===== config.mk =====
export PLATFORM = sky130hd
export DESIGN_NAME = pha
export DESIGN_NICKNAME = d
export VERILOG_FILES = /design/src/rtl/pha.sv
export SDC_FILE = /design/constraint.sdc
export NUM_CORES = 1
export LEC_CHECK = 0
export ABC_AREA = 1
export BUFFER_PORTS_ARGS = -buffer_cell sky130_fd_sc_hd__buf_2
export CELL_PAD_IN_SITES_DETAIL_PLACEMENT = 1
export CELL_PAD_IN_SITES_GLOBAL_PLACEMENT = 1
export CORE_UTILIZATION = 40
export DETAILED_ROUTE_END_ITERATION = 7
export PLACE_DENSITY_LB_ADDON = 0.1
export SYNTH_ARGS = -nofsm -noshare
export SYNTH_HDL_FRONTEND = slang
export SYNTH_SLANG_ARGS = --single-unit
export TNS_END_PERCENT = 100

===== constraint.sdc =====
create_clock -name clk -period 2.3 [get_ports clk]
set_input_delay 0 -clock clk [delete_from_list [all_inputs] [get_ports clk]]
set_output_delay 0 -clock clk [all_outputs]
set_load 0.02 [all_outputs]

===== src/rtl/pha.sv =====
// rtl/pha.sv - pulse height analyzer: peak amplitude and time-to-peak per pulse,
// with dead time, over-length rejection and a single-entry valid/ready result.
module pha #(
  parameter int Nbits = 14,
  parameter int Cbits = 12
) (
  input  logic                    clk,
  input  logic                    clr,
  input  logic                    en,
  input  logic signed [Nbits-1:0] X,
  input  logic signed [Nbits-1:0] thr,
  input  logic        [Cbits-1:0] maxlen,
  input  logic        [Cbits-1:0] nhold,
  input  logic                    rdy,
  output logic signed [Nbits-1:0] H,
  output logic        [Cbits-1:0] T,
  output logic                    valid,
  output logic                    drop,
  output logic                    ovf,
  output logic                    busy
);

  typedef enum logic [1:0] {IDLE, TRACK, HOLD} state_t;

  state_t                  state, state_nxt;
  logic signed [Nbits-1:0] pk;
  logic        [Cbits-1:0] tpk;
  logic        [Cbits-1:0] cnt;
  logic        [Cbits-1:0] hold;
  logic                    long_f;
  logic                    above;
  logic                    pulse_end;
  logic                    emit;
  logic                    drop_evt;

  assign above = X > thr;

  always_ff @(posedge clk) begin
    if (clr) state <= IDLE;
    else     state <= state_nxt;
  end

  always_comb begin
    state_nxt = state;
    if (en) begin
      case (state)
        IDLE:    if (above) state_nxt = TRACK;
        TRACK:   if (!above) state_nxt = (nhold == '0) ? IDLE : HOLD;
        HOLD:    if (hold <= Cbits'(1)) state_nxt = IDLE;
        default: state_nxt = IDLE;
      endcase
    end
  end

  always_comb begin
    busy      = (state != IDLE);
    pulse_end = en && (state == TRACK) && !above;
    emit      = pulse_end && !long_f;
    drop_evt  = pulse_end && long_f;
  end

  // Pulse datapath; frozen whenever en=0.
  always_ff @(posedge clk) begin
    if (clr) begin
      pk     <= '0;
      tpk    <= '0;
      cnt    <= '0;
      hold   <= '0;
      long_f <= 1'b0;
    end else if (en) begin
      case (state)
        IDLE: if (above) begin
          pk     <= X;
          tpk    <= '0;
          cnt    <= Cbits'(1);
          // The trigger sample alone already exceeds a zero length limit.
          long_f <= (maxlen == '0);
        end
        TRACK: if (above) begin
          if (X > pk) begin
            pk  <= X;
            tpk <= cnt;
          end
          if (cnt != '1) cnt <= cnt + Cbits'(1);
          if (cnt >= maxlen) long_f <= 1'b1;
        end else begin
          hold <= nhold;
        end
        HOLD:    hold <= hold - Cbits'(1);
        default: ;
      endcase
    end
  end

  // Single result slot: a new result may overwrite only when the old one leaves.
  always_ff @(posedge clk) begin
    if (clr) begin
      H     <= '0;
      T     <= '0;
      valid <= 1'b0;
      drop  <= 1'b0;
      ovf   <= 1'b0;
    end else begin
      drop <= drop_evt;
      if (emit && (!valid || rdy)) begin
        H     <= pk;
        T     <= tpk;
        valid <= 1'b1;
      end else if (emit) begin
        ovf <= 1'b1;
      end else if (valid && rdy) begin
        valid <= 1'b0;
      end
    end
  end

endmodule


==> results.json <==
{
  "async_reset_ff_share_pct": 0,
  "portBuffers": 85,
  "dieArea_um2": 13300,
  "yosysMostFrequentCell": "nand2_1",
  "irDropWorstVdd_v": 0.000451,
  "synth_top_cell_area_share_pct": 31.9,
  "critPathKind": "primary input to flop",
  "grt_pass1_wl_mm": 26.0,
  "track_usage_pct": 25.3,
  "startpoint": "X[7]",
  "chipHeight_um": 115,
  "maxSlewViolCount": 0,
  "synth_top_family_by_area": "simple AND/OR/NAND/NOR gates",
  "yosys.area.top_type": "dfxtp_1",
  "worstSkewPairLatency_ns": 0.35,
  "diodes": 0,
  "drtIter0Drc": 194,
  "drive_gt1_share_pct": 17.5,
  "h-tree-depth": 3,
  "ff_latch_area_um2": 1640,
  "startpoint_type": "primary input",
  "wire_per_inst_um": 14.8,
  "clock-sinks": 82,
  "cp.arrival_ns": 2.46,
  "ys_warn_count": 0,
  "syn_area_per_cell_um2": 6.55,
  "synth_xor_area_share_pct": 0.170,
  "gp_congestion": 0.846,
  "synth-compound-area-share_pct": 11.5,
  "max_slew_margin_pct": 62.2,
  "path_max_fanout": 19,
  "worstMarginPinSlew_ns": 0.567,
  "setup_viol": 0,
  "clockBufferDepth": 2,
  "cts_buffers": 9,
  "min_period_ns": 2.19,
  "cp_data_required_time_ns": 2.57,
  "yosysUniqueCellTypes": 35,
  "fillers": 1705,
  "via_count": 5318,
  "max_clock_freq_ghz": 0.456,
  "min_from": "nhold[7]",
  "fin_crit_sh_pct": 95.4,
  "synth_edf_count": 0,
  "start_util_pct": 40.9,
  "yosys_most_used_dff": "dfxtp_1",
  "drv_cap": 0,
  "synth-simple-area-share_pct": 33.4,
  "final_area_um2": 6400,
  "rsz0062_at_grt": "yes",
  "synth_mux_area_share_pct": 0,
  "synth_cells": 786,
  "multi_input_area_um2": 2870,
  "hold_class": "primary input to flop",
  "fp.dieW_um": 115,
  "place_area_um2": 5820,
  "power_density_nw_per_um2": 731,
  "r2r-start": "cnt[1]",
  "grt_max_degree": 48,
  "avgViaCountPerCell": 4.99,
  "first_global_vias": 5604,
  "cts-root-buf": "clkbuf_16",
  "cts_tree": "yes",
  "fin_nets": 987,
  "dp_hpwl_mm": 11.5,
  "cp-end-kind": "flop",
  "ys_seq_area_share_pct": 31.9,
  "skew_ns": 0.00532,
  "postLayoutCoreUtil_pct": 50.9,
  "clk_pin_slew_ns": 0.06,
  "ys_ff_latch": 82,
  "drc_errors": 0,
  "core.rowCount": 41,
  "yosys-top-cells-count": "nand2_1 (190), inv_1 (128), nor2_1 (111)",
  "core_um2": 12600,
  "ant_nets": 0,
  "io_pins": 86,
  "first_pass_iters": 4,
  "syn_to_final_growth_pct": 24.3,
  "synth-adder-area-share_pct": 10.5,
  "hold_viol_final": 0,
  "synthTopCellsByArea": "dfxtp_1 (32%), nand2_1 (14%), ha_1 (10%)",
  "outcome": "complete, no violations",
  "worst_hold_slack_ns": 0.0488,
  "antenna_found_initial": 0,
  "syn_nets": 885,
  "synthesis.area_um2": 5150,
  "overflow": 0,
  "p_leak_nw": 3.24,
  "tns_ns": 0,
  "drt_wl_total_mm": 15.8
}
state kept, by name, summed over array words and instances (netlist names):
register and cells:
H 14, valid 1, state 2, hold 12, drop 1, long_f 1
pk 14, T 12, cnt 12, tpk 12, ovf 1
metal layers:
| layer | global-route usage [%] | up-vias | routed length [um] |
|---|---|---|---|
| li1 | - | 2681 | - |
| met1 | 27.7 | 2524 | 6870 |
| met5 | 0 | - | 0 |
| met3 | 3.50 | 28 | 442 |
| met4 | 11.7 | 0 | 441 |
| met2 | 47.9 | 85 | 8050 |
repair_timing:
item                                    in CTS  in global routing
hold endpoints to repair                    16                  0
resized for setup                            0                  7
endpoints found under the setup margin       0                 39
hold buffers                                15                  0
setup buffers                                0                  1
stage by stage:
| stage | power (mW) | std cells | setup WS (ns) |
|---|---|---|---|
| 4_1_cts | 4.70 | 1064 | 0.0259 |
| 3_5_place_dp | 2.75 | 1033 | 0.0777 |
| 2_1_floorplan | 2.39 | 786 | 0.361 |
| 3_3_place_gp | 2.70 | 1033 | 0.188 |
| 5_1_grt | 4.93 | 1065 | -0.0135 |
| 6_report | 4.68 | 1065 | 0.107 |
worst max-delay path, stage by stage:
cell and delay [ns]:
dlygate4sd3_1 0.53, buf_2 0.15, ha_1 0.33, nand2_1 0.09, nand2_1 0.05, nand2_1 0.06, nand2_1 0.08, a21oi_2 0.15
nand3_1 0.09, nand2_2 0.11, nand2_4 0.11, nor2_4 0.16, buf_6 0.23, nand3_1 0.13, a21oi_1 0.19
final cells by class:
type,instances,area share [%]
Clock buffer,9,3.52
Clock inverter,7,2.56
Inverter,131,7.69
Multi-Input combinational cell,544,44.9
Sequential cell,82,25.7
Tap cell,172,3.36
Timing Repair Buffer,120,12.3
layout by cell type, fill, tap and decap left out, drive strengths merged:
| master | n |
|---|---|
| nand2 | 193 |
| inv | 132 |
| nor2 | 114 |
| buf | 105 |
| dfxtp | 82 |
| a21oi | 74 |
| nand3 | 55 |
| ha | 43 |
| o21ai | 21 |
| dlygate4sd3 | 15 |
| nand4 | 13 |
| clkbuf | 9 |
| nor3 | 8 |
| bufinv | 5 |
| o21bai | 4 |
| nor4 | 4 |
| a31oi | 4 |
| nor3b | 3 |
| a22o | 2 |
| and2 | 1 |
| and3 | 1 |
| o2111ai | 1 |
| o32a | 1 |
| xor2 | 1 |
| or2 | 1 |
| clkinv | 1 |
path summary, 6_finish.rpt:
path / endpoint / slack (ns) / depth (start not counted)
worst max-delay path: cnt[8] / 0.11 / 15
worst min register to register: ovf / 0.45 / 2
worst max register to register: cnt[8] / 0.20 / 10
worst min-delay path: hold[7] / 0.05 / 5
where the power goes:
group	total (mW)	leakage (nW)	switching (mW)	internal, mW
Sequential	1.61	0.666	0.0886	1.53
Combinational	1.14	2.38	0.713	0.426
Clock	1.92	0.190	0.640	1.28
Total	4.68	3.24	1.44	3.24
logic make-up after synthesis:
group / count (synthesis)
and+or+nand+nor: 393
xor gates and xnor gates: 1
AOI/OAI and AO/OA: 107
adders and majority gates: 43
buffers and inverters: 160
DFF: 82
No activity file was read; power rests on OpenSTA's default activity.
